**config.mk**
```make
export PLATFORM = sky130hd
export DESIGN_NAME = req_dispatcher_4slv
export DESIGN_NICKNAME = d
export VERILOG_FILES = /design/src/rtl/req_dispatcher_4slv.sv
export SDC_FILE = /design/constraint.sdc
export NUM_CORES = 1
export LEC_CHECK = 0
export CAP_MARGIN = 5
export CORE_MARGIN = 1.5
export CORE_UTILIZATION = 35
export CTS_CLUSTER_SIZE = 8
export DETAILED_ROUTE_END_ITERATION = 10
export PLACE_DENSITY = 0.78
export SLEW_MARGIN = 20
export SYNTH_ARGS = -nofsm -noshare
export SYNTH_HDL_FRONTEND = slang
export SYNTH_SLANG_ARGS = --single-unit
```
**constraint.sdc**
```tcl
create_clock -name clk_i -period 11.5 [get_ports clk_i]
set_clock_uncertainty 0.1 [all_clocks]
set_input_delay 1.725 -clock clk_i [delete_from_list [all_inputs] [get_ports clk_i]]
set_output_delay 1.725 -clock clk_i [all_outputs]
set_load 0.01 [all_outputs]
```
**src/rtl/req_dispatcher_4slv.sv**
```systemverilog
// Master-side request dispatcher: decodes the slave from the top address bits,
// buffers requests in a 2-entry in-order FIFO, and pushes read tags to the sequencer.
module req_dispatcher_4slv #(
  parameter int ADDR_WIDTH = 32,
  parameter int DATA_WIDTH = 32,
  parameter int TAG_WIDTH  = 2
) (
  input  logic                  clk_i,
  input  logic                  rst_i,
  input  logic                  m_req_i,
  input  logic                  m_we_i,
  input  logic [ADDR_WIDTH-1:0] m_addr_bi,
  input  logic [DATA_WIDTH-1:0] m_wdata_bi,
  output logic                  m_ack_o,
  input  logic                  tag_fifo_full_i,
  output logic                  tag_fifo_wrreq_o,
  output logic [TAG_WIDTH-1:0]  tag_fifo_wdata_bo,
  output logic                  s0_req_o,
  output logic                  s0_we_o,
  output logic [ADDR_WIDTH-1:0] s0_addr_bo,
  output logic [DATA_WIDTH-1:0] s0_wdata_bo,
  input  logic                  s0_ack_i,
  output logic                  s1_req_o,
  output logic                  s1_we_o,
  output logic [ADDR_WIDTH-1:0] s1_addr_bo,
  output logic [DATA_WIDTH-1:0] s1_wdata_bo,
  input  logic                  s1_ack_i,
  output logic                  s2_req_o,
  output logic                  s2_we_o,
  output logic [ADDR_WIDTH-1:0] s2_addr_bo,
  output logic [DATA_WIDTH-1:0] s2_wdata_bo,
  input  logic                  s2_ack_i,
  output logic                  s3_req_o,
  output logic                  s3_we_o,
  output logic [ADDR_WIDTH-1:0] s3_addr_bo,
  output logic [DATA_WIDTH-1:0] s3_wdata_bo,
  input  logic                  s3_ack_i
);

  logic                  ent_we    [2];
  logic [ADDR_WIDTH-1:0] ent_addr  [2];
  logic [DATA_WIDTH-1:0] ent_wdata [2];
  logic [1:0]            ent_sel   [2];

  logic [1:0] count;
  logic       wr_ptr;
  logic       rd_ptr;

  logic [1:0] m_sel;
  logic       accept;
  logic       pop;
  logic       h_we;
  logic [ADDR_WIDTH-1:0] h_addr;
  logic [DATA_WIDTH-1:0] h_wdata;
  logic [1:0] h_sel;
  logic [3:0] slv_req;
  logic [3:0] slv_ack;

  assign m_sel   = m_addr_bi[ADDR_WIDTH-1:ADDR_WIDTH-2];
  assign h_we    = ent_we[rd_ptr];
  assign h_addr  = ent_addr[rd_ptr];
  assign h_wdata = ent_wdata[rd_ptr];
  assign h_sel   = ent_sel[rd_ptr];
  assign slv_ack = {s3_ack_i, s2_ack_i, s1_ack_i, s0_ack_i};

  // Full buffer refuses even when the head pops this cycle (no fall-through).
  assign accept  = m_req_i && (count < 2'd2) && (m_we_i || !tag_fifo_full_i);
  assign pop     = (count != 2'd0) && slv_ack[h_sel];
  assign m_ack_o = accept;
  assign tag_fifo_wrreq_o = accept && !m_we_i;

  always_comb begin
    tag_fifo_wdata_bo = '0;
    if (tag_fifo_wrreq_o) tag_fifo_wdata_bo[1:0] = m_sel;
  end

  assign slv_req = (count != 2'd0) ? (4'b0001 << h_sel) : 4'b0000;

  assign s0_req_o    = slv_req[0];
  assign s0_we_o     = slv_req[0] & h_we;
  assign s0_addr_bo  = slv_req[0] ? h_addr  : '0;
  assign s0_wdata_bo = slv_req[0] ? h_wdata : '0;
  assign s1_req_o    = slv_req[1];
  assign s1_we_o     = slv_req[1] & h_we;
  assign s1_addr_bo  = slv_req[1] ? h_addr  : '0;
  assign s1_wdata_bo = slv_req[1] ? h_wdata : '0;
  assign s2_req_o    = slv_req[2];
  assign s2_we_o     = slv_req[2] & h_we;
  assign s2_addr_bo  = slv_req[2] ? h_addr  : '0;
  assign s2_wdata_bo = slv_req[2] ? h_wdata : '0;
  assign s3_req_o    = slv_req[3];
  assign s3_we_o     = slv_req[3] & h_we;
  assign s3_addr_bo  = slv_req[3] ? h_addr  : '0;
  assign s3_wdata_bo = slv_req[3] ? h_wdata : '0;

  always_ff @(posedge clk_i) begin
    if (rst_i) begin
      count  <= '0;
      wr_ptr <= 1'b0;
      rd_ptr <= 1'b0;
      for (int unsigned i = 0; i < 2; i++) begin
        ent_we[i]    <= 1'b0;
        ent_addr[i]  <= '0;
        ent_wdata[i] <= '0;
        ent_sel[i]   <= '0;
      end
    end else begin
      if (accept) begin
        ent_we[wr_ptr]    <= m_we_i;
        ent_addr[wr_ptr]  <= m_addr_bi;
        ent_wdata[wr_ptr] <= m_wdata_bi;
        ent_sel[wr_ptr]   <= m_sel;
        wr_ptr            <= ~wr_ptr;
      end
      if (pop) rd_ptr <= ~rd_ptr;
      case ({accept, pop})
        2'b10:   count <= count + 2'd1;
        2'b01:   count <= count - 2'd1;
        default: count <= count;
      endcase
    end
  end

endmodule

```
* Word-level counts from Yosys, hierarchy flattened *
Memories as Yosys holds them, arrays and structs flattened. A register that Yosys moved wholly into a read port is not among the register bits.
Cells that the tools add are included.

cells by class
  shifts and indexed selects = 1
  add/sub/neg operators = 2
  eq/ne operators = 2
  divide/modulo/power cells = 0
  multiplexer cells = 38
  bitwise operators = 6
  $mul = 0
  $lt $le $gt $ge = 2
  reductions and logical operators = 13

operator list
  operator                                                                number
  32-bit two-way mux                                                      10
  32-bit OR reduction                                                     2
  1-bit two-way mux                                                       23
  1-bit bitwise AND                                                       4
  1-bit logical AND                                                       4
  2-bit two-way mux                                                       2
  4-bit two-way mux                                                       1
  2-bit one-hot mux with 2 select lines                                   1
  2-bit nonzero test                                                      2
  1-bit by 2-bit left shift with 4-bit output (first input constant)      1
  2-bit by 3-bit < comparator with 1-bit output (second input constant)   1
  2-bit by 1-bit adder with 2-bit output (second input constant)          1
  1-bit binary-select mux with 2-bit select                               1
  2-bit by 1-bit equality test with 1-bit output (second input constant)  1
  2-bit equality test (second input constant)                             1
  1-bit logical NOT                                                       2
  2-bit < comparator (second input constant)                              1
  1-bit inverter                                                          2
  2-bit OR reduction                                                      1
  2-bit by 1-bit subtractor with 2-bit output (second input constant)     1
  1-bit logical OR                                                        1
  1-bit OR reduction                                                      1

word-level totals
  memories = 4
  latch bits = 0
  logic and storage cells = 71
  bits in writable memories = 134
  flip-flop bits (word level) = 4
  output and inout port bits = 268
  bits in read-only memories = 0
  input port bits = 73

memories
  memory     depth  bits a word  read ports  clocked after memory_dff  write ports  RTL line  source
  ent_addr   2      32           1           1                         2            41        logic [ADDR_WIDTH-1:0] ent_addr [2];
  ent_wdata  2      32           1           1                         2            42        logic [DATA_WIDTH-1:0] ent_wdata [2];
  ent_sel    2      2            1           1                         2            43        logic [1:0] ent_sel [2];
  ent_we     2      1            1           1                         2            40        logic ent_we [2];

* Logic depth before layout (Yosys ltp) *
Gate-level depths: netlist of run 1.

  depth after elaboration = 8
  depth in mapped cells = 8
  mapped depth without buffers = 7

* Worst setup path before layout of run 1 *
No wires, ideal clock.

  path kind = input port to flip-flop
  from = input port m_we_i
  to = memory ent_addr[0][0] (enable)
  setup time = 0.501 ns
  buffers on the path = 0
  setup slack = 5.878 ns
  required time = 10.899 ns
  stages = 3
  data arrival time = 5.021 ns
  cells stage by stage = nand2b_1 > nand3b_4 > o21bai_1

RTL lines
  what             RTL line  source
  start, declared  11        input logic m_we_i,
  end, declared    41

* Worst setup path in the final report of run 1 *
  from = input port m_req_i
  to = output port tag_fifo_wdata_bo[1]

between the ends
  cells in the longest elaborated chain, start to end = 4

RTL lines
  what                             RTL line  source
  start, declared                  10        input logic m_req_i,
  1-bit logical AND (2 in series)  67        assign accept = m_req_i && (count < 2'd2) && (m_we_i || !tag_fifo_full_i);
  1-bit logical AND                70        assign tag_fifo_wrreq_o = accept && !m_we_i;
  2-bit two-way mux                74        if (tag_fifo_wrreq_o) tag_fifo_wdata_bo[1:0] = m_sel;
  end, declared                    17        output logic [TAG_WIDTH-1:0] tag_fifo_wdata_bo,

Every way passes these cells.

==> run summary, run 1 <==
Row generation in the floorplan step produced 51 rows. Across the run, the number of max-cap violations was 0. The first detailed-routing pass ran for 4 iterations. Headroom to the max-slew limit came out at 32.3%.

The tools report the final number of max-transition violations as 0. The worst hold margin is 0.482 ns. The average cell area after synthesis works out to 10.3 sq um.

For the placeable core region, the log shows 19500 sq um. Among the stages of the critical path, the cell type that occurs most often is sky130_fd_sc_hd__clkdlybuf4s50_1. Final critical delay including setup and external delays: 5.57 ns. The number of antenna diodes in the final layout is 0.

During I/O placement, the number of pins put on the boundary was 341. Among all stages on the critical path, the largest delay is contributed by sky130_fd_sc_hd__nor4b_1. The final routed wirelength across all metal layers was 19500 um. The cell area power density is 168 nW/um^2. The initial antenna violation count was 0. Sequential cells burn 35.3% of the power. The tools report the maximum buffer depth of the clock tree as 2. After synthesis the netlist holds a flip-flop and latch count of 135.

The detail-routed net length per standard cell is 15.4 um, and the required time reported for the critical path endpoint is 9.68 ns. Setup repair after global routing left no endpoint under its margin. The tools report the buffer type at the clock tree root as sky130_fd_sc_hd__clkbuf_16. The tools report the total number of vias as 5813.

Launching element type of the critical path: a primary input. TritonCTS built the clock tree. Buffers inserted during clock tree synthesis total 17.

In the routed design, unresolved DRC markers number 0. Detailed placement ended at an HPWL of 13100 um. The fraction of the cycle the final worst path needs was 48.4%; the slew at the pin closest to its max-slew limit was 1.01 ns. The analysis attributes to cell leakage a power of 4.02 nW. The tools report the hold buffer count at CTS as 0. The final-report setup violation count is 0. Summing internal, switching and leakage power gives 1.87 mW.

Largest voltage drop on the vdd net: 111 uV. The run finished with clean final reports. The tools report the count of routing violations after the opening detailed-route iteration as 207. The tools report the sum of negative setup slack as 0 ns. For the achievable frequency, the log shows 180 MHz.

CTS saw 135 sinks. The number of setup buffers added after CTS is 0. The synthesized instance count was 676; the post-synthesis cell type count was 30. The critical-path maximum fanout came out at 3.

For this design the total switching power over the nets is 0.597 mW. The tools report the initial standard-cell utilization of the core as 35.7%. The number of global-route vias before repair is 5372, and the share of power burned in the clock network is 29.5%. The switching part of the total is 32.0%, and the final design area excluding fillers is 11100 sq um.

Entering global routing, the biggest net connects 67 pins. The internal power of the cells totals 1.27 mW. The chip height works out to 144 um. At the end of routability-driven placement, the weighted congestion stood at 0.695. After synthesis the cells add up to 6970 sq um. Combinational cell fraction of total power: 35.3%. For the worst-skew pair, the clock arrives at the later sink with an insertion delay of 0.41 ns.

In this run, synthesis inferred 130 flip-flops with an integrated enable. The worst setup path is of the primary input to primary output kind. At the worst endpoint, the arrival time is 3.74 ns. Yosys printed 0 warnings. The worst hold path belongs to the class flop to flop. The detail route stage leaves a number of antenna-violating nets equal to 0. The aggregate global-route resource usage is 18.2%.

At the end of the flow, the number of nets in the layout was 1064. Sequential elements use 57.4% of the synthesized area. The worst setup path is captured at a primary output. The most instantiated flip-flop cell in the synthesis netlist was sky130_fd_sc_hd__edfxtp_1. The critical path goes through clkdlybuf4s50_1, nor4b_1, and2_1, clkdlybuf4s50_1. The die footprint was 20800 sq um; the post-place instance area was 10500 sq um. The fraction of final layout cells sized beyond drive strength 1 works out to 4.69%. The number of hold violations in the final report came out at 0. Compared with the post-synthesis result, the final layout area differs by 59.3%. The tools report the global route total overflow as 0. The via density per instance was 4.59. The port buffer count was 336. After clock tree synthesis, the clock-pin slew on the worst setup and hold paths is 0.05 ns.

The die span in x was 144 um; the H-tree level count was 4. The number of resized instances in the post-cts repair step was 0; the first-pass GRT wire length was 28500 um. The delay of the slowest cell on the worst path was 0.70 ns; the proportion of synthesized flip-flops having asynchronous set or reset was 0%.
[cells in the final DEF, fill, tap and decap left out, types with 2 or more instances in the layout]
| cell type | instances |
|---|---|
| sky130_fd_sc_hd__clkbuf_1 | 3 |
| sky130_fd_sc_hd__buf_4 | 9 |
| sky130_fd_sc_hd__clkdlybuf4s50_1 | 336 |
| sky130_fd_sc_hd__bufinv_16 | 4 |
| sky130_fd_sc_hd__conb_1 | 4 |
| sky130_fd_sc_hd__nor2_1 | 255 |
| sky130_fd_sc_hd__clkbuf_16 | 17 |
| sky130_fd_sc_hd__mux2_1 | 2 |
| sky130_fd_sc_hd__clkinv_2 | 5 |
| sky130_fd_sc_hd__dfxtp_1 | 4 |
| sky130_fd_sc_hd__and2_1 | 132 |
| sky130_fd_sc_hd__inv_1 | 9 |
| sky130_fd_sc_hd__or2_2 | 2 |
| sky130_fd_sc_hd__mux2i_1 | 66 |
| sky130_fd_sc_hd__o21ai_0 | 2 |
| sky130_fd_sc_hd__edfxtp_1 | 130 |
| sky130_fd_sc_hd__xor2_1 | 2 |
[per-stage QoR]
| step | std cells | utilization (%) | setup slack, ns |
|---|---|---|---|
| CTS | 1267 | 56.9 | 5.86 |
| finish | 1267 | 56.9 | 5.93 |
| global route | 1267 | 56.9 | 5.71 |
| floorplan | 679 | - | 5.88 |
| detailed placement | 1236 | 53.8 | 5.95 |
| global placement | 1236 | 53.8 | 5.91 |
[area by class of cell]
class | count | area, sq um
multi-input cells | 482 | 2710
repair buffers | 345 | 3430
inverters | 9 | 33.8
fillers | 1675 | 8420
clock inverters | 11 | 156
flip-flops and latches | 135 | 4010
clock buffers | 20 | 437
well taps | 265 | 332
[worst max-delay path: cells and delay by family]
family | cells | cell delay [ns]
buffers and inverters | 2 | 1.08
and+or+nand+nor | 2 | 0.94
[cells by family (layout without fill, tap and decap cells)]
group	after synthesis	count (layout)	share of synthesized area, %
AO/OA/AOI/OAI	7	7	0.718
XOR/XNOR	3	3	0.377
adder cells (fa/ha/maj)	1	1	0.179
buffers and inverters	62	385	4.27
flip-flops	135	135	57.4
multiplexers	69	69	10.1
other	1	4	0.0538
AND/OR/NAND/NOR	398	398	26.9
[cells in the mapped netlist, types with 5 or more instances]
master,number,area [sq um]
sky130_fd_sc_hd__edfxtp_1,130,3900
sky130_fd_sc_hd__buf_4,6,45.0
sky130_fd_sc_hd__and2_1,132,826
sky130_fd_sc_hd__nor2_1,255,957
sky130_fd_sc_hd__buf_2,29,145
sky130_fd_sc_hd__clkbuf_1,13,48.8
sky130_fd_sc_hd__dfxtp_1,5,100
sky130_fd_sc_hd__mux2i_1,66,661
sky130_fd_sc_hd__inv_1,9,33.8
sky130_fd_sc_hd__clkbuf_2,5,25.0
[state kept, by name, summed over array words and instances, names as in the netlist, named ones only]
| signal | count |
|---|---|
| ent_sel | 1 |
| wr_ptr | 1 |
| ent_addr | 63 |
| ent_we | 2 |
| ent_wdata | 64 |
| rd_ptr | 1 |
| count | 2 |
[final timing paths]
check / start / end / slack (ns) / cells past startpoint
max: m_req_i / tag_fifo_wdata_bo[1] / 5.93 / 4
min: count[1] / count[1] / 0.48 / 2
max reg2reg: flop / count[1] / 8.23 / 7
min reg2reg: count[1] / count[1] / 0.48 / 2
[power groups by stage]
stage,Clock (mW),Sequential (mW),Combinational [mW]
detailed placement,0,0.670,0.665
CTS,0.558,0.661,0.668
finish,0.550,0.659,0.659
floorplan,0,0.644,0.387
global placement,0,0.667,0.655
global route,0.581,0.667,0.710
[metal layers]
layer	vias up	routed length, um	global-route usage [%]
met2	202	10400	33.6
met4	0	309	6.59
met3	20	1150	3.68
li1	2831	-	-
met5	-	0	0
met1	2760	7720	20.7
(Power assumes the default switching activity.)
==> run 2, diff against run 1 <==
Settings changed: PLACE_DENSITY 0.78 to 0.81.
Clock period 11.5 ns to 5.1 ns, I/O delays scaled along.
==> run 2 against run 1 <==
Compared with the run above:
- count of clock-buffer cells in the layout up 1
- die area unchanged
- first-iteration DRC count up 14%
- hold slack about the same
- register-to-register slack worse by 5.7 ns
- flip-flop and latch count unchanged
- critical path depth up 2
- wire length up 1.1%
- highest routed layer unchanged
==> run summary, run 2 (synthesis gave the netlist of run 1 again) <==
VDD sags by at most 277 uV. The weighted congestion reported at the end of routability-driven placement is 0.715, and the number of flip-flops in the largest register is 64. On the final layout, the worst hold slack is 0.482 ns.

The post-route netlist has 4.79% of its cells at a drive strength greater than 1. The cell area power density was 386 nW/um^2. Buffers inserted during post-CTS setup optimization: 0. The gate family responsible for the most delay along the worst path is buffers and inverters. Setup violations remaining at the end of the flow were counted as 0.

The logs give 20800 sq um for the die footprint and 19500 sq um for the placeable core region. The die span in x was 144 um. The top cell types in the final layout, fill and taps aside, are 336 x sky130_fd_sc_hd__clkdlybuf4s50_1, 255 x sky130_fd_sc_hd__nor2_1, 132 x sky130_fd_sc_hd__and2_1.

The first global-routing pass estimated 28800 um of wire. The logs give 0 for the initial antenna violation count and 34.8% for the global routing usage on met2. The port buffer count works out to 336. The logs give 2.94 mW for the internal power component and 35.0% for the relative slew slack.

The number of top-level pins was 341; the combinational cell fraction of total power was 34.3%. After filler insertion, the fill cell instance count of the layout stands at 1675. The slowest stage of the critical path is the sky130_fd_sc_hd__dfxtp_4 cell. Static timing analysis puts the maximum clock frequency at 234 MHz.

The clock-pin slew reported for the worst setup and hold paths after clock tree synthesis was 0.06 ns. The logs give 17 for the number of buffers created by CTS and 1063 for the net count of the finished layout. The switching component of the power is 1.37 mW, and the half-perimeter wire length of the detailed placement result is 13500 um. Entering global routing, the biggest net connects 66 pins. The root buffer cell chosen for the clock tree is sky130_fd_sc_hd__clkbuf_16. The clock passes through at most 2 buffers. The area added between synthesis and finish was 60.3%; the H-tree level count was 4. In this run the register-to-register setup slack is 2.55 ns. The number of buffers and inverters on the critical path is 2. The final number of max-transition violations was 0.

The endpoint class of the critical path was a primary output. The floorplan has 51 rows. In this design, the stage delay of the slowest critical-path cell is 0.73 ns.

The run finished with clean final reports. The path class of the tightest hold or removal check is flop to flop. Using the TritonRoute via totals, the vias-per-cell ratio works out to 4.60. In the global route stage, met1 resource usage came out at 19.9%. The clock period could shrink to 4.27 ns. Global routing consumed, over all layers together, 18.4% of the routing resources.

The total number of vias is 5831. The switching part of the total is 31.8%. After detailed routing, the number of remaining DRC violations is 0. The critical-path maximum fanout is 41, and the total clock sinks is 135. The logs give 31.1% for the share of power burned in the clock network and 4.14% for the met3 track demand over resource. The number of antenna-violating nets in the routed design is 0, and the slew at the pin closest to its max-slew limit is 0.975 ns. The signal on the critical path passes through mux2i_1, o21ai_0, or2_2, buf_4, nor2_1, clkdlybuf4s50_1. The logs give 35.7% for the initial standard-cell utilization of the core and 0 for the hold buffer count at CTS. In this run, the number of DRC markers left after iteration 0 of detailed routing was 236. For the final routed database, the setup TNS stands at 0 ns. The run gives 5556 as the number of global-route vias before repair.

For the global route total overflow, the log shows 0. The chip height was 144 um; the final routed wirelength across all metal layers was 19700 um. The endpoint identified for the worst register-to-register timing path is count[1]. In the finished design, the share of the clock period the worst path needs comes to 83.8%. Setup repair after global routing left no endpoint under its margin.

STA puts the critical path data required time at 4.24 ns. The logs give 1235 for the cell count after placement and 0 for the diode insertion count for antenna repair. TritonCTS built the clock tree. The sequential cell fraction of total power was 34.6%.

After the flow finishes, the layout carries non-filler instances totaling 1267. The most common library cell in the layout ignoring fill and taps was sky130_fd_sc_hd__clkdlybuf4s50_1. Number of optimization iterations in the first detailed-route pass: 4. The worst hold path passes through 2 cells. Most congested layer reported by global routing: met2. The largest registers in the layout are ent_wdata: 64 flops, ent_addr: 63 flops. Data on the critical path arrives at its endpoint at 3.41 ns.

For the worst-skew pair, the clock arrives at the later sink with an insertion delay of 0.41 ns. The length in cells of the worst reg-to-reg path came out at 6. In this run the most critical hold path is launched from count[0]. After detailed routing, the average wire length per cell comes to 15.6 um. The tools report the launching element type of the critical path as a flop. The number of resized instances in the post-cts repair step was 0. The tools report the number of max-cap violations as 0. The number of hold violations in the final report came out at 0.

The worst hold path terminates at count[0]. More flip-flops sit in one register than any other, and that register is ent_wdata. The critical path class is flop to primary output. The run gives 4.03 nW as the leakage power figure.
[run 2: cell count changes in the layout (fill, tap and decap cells not counted), moves of 2 or more]
cell                         change
sky130_fd_sc_hd__buf_12          +2
sky130_fd_sc_hd__buf_4           -3
sky130_fd_sc_hd__clkinv_2        -5
sky130_fd_sc_hd__clkinv_4        +2
sky130_fd_sc_hd__clkinvlp_4      +2
[run 2: through the flow]
stage | power [mW] | setup WS (ns) | area [sq um] | util, %
after detailed placement | 3.01 | 1.22 | 10500 | 53.9
after global routing | 4.52 | 0.562 | 11200 | 57.3
final | 4.32 | 0.829 | 11200 | 57.3
after global placement | 2.99 | 1.30 | 10500 | 53.9
after CTS | 4.36 | 0.778 | 11200 | 57.3
after floorplan | 2.33 | 0.438 | 6980 | -
[run 2: worst max path at each step]
stage,startpoint,endpoint,slack [ns],depth (start not counted)
global placement,flop,s2_we_o,1.30,6
floorplan,m_we_i,ent_addr[0][0],0.44,3
finish,flop,s1_addr_bo[19],0.83,6
CTS,flop,s2_wdata_bo[7],0.78,6
detailed placement,flop,s2_wdata_bo[7],1.22,6
global route,flop,s2_wdata_bo[7],0.56,6
[run 2: final cells by class]
cell class,count,area [sq um],area share [%]
Clock buffer,21,450,4.03
Clock inverter,11,199,1.78
Inverter,9,33.8,0.302
Multi-Input combinational cell,482,2710,24.2
Sequential cell,135,4010,35.8
Tap cell,265,332,2.97
Timing Repair Buffer,344,3450,30.8
[run 2: routing by layer]
| metal | vias up | routed length (um) |
|---|---|---|
| met4 | 0 | 301 |
| li1 | 2830 | - |
| met2 | 204 | 10500 |
| met3 | 23 | 1220 |
| met1 | 2774 | 7730 |
| met5 | - | 0 |
[run 2: worst reg2reg max path, delay by kind of cell (launching register included)]
kind | cells | cell delay (ns)
mux | 2 | 0.69
fa+ha+maj | 1 | 0.36
compound gates | 2 | 0.26
simple gates | 1 | 0.35
flops | 1 | 0.73
[run 2: power groups by stage]
stage,registers (mW),clock network (mW),logic [mW]
finish,1.49,1.34,1.48
global route,1.51,1.41,1.59
CTS,1.50,1.37,1.50
detailed placement,1.52,0,1.49
global placement,1.51,0,1.48
floorplan,1.45,0,0.874
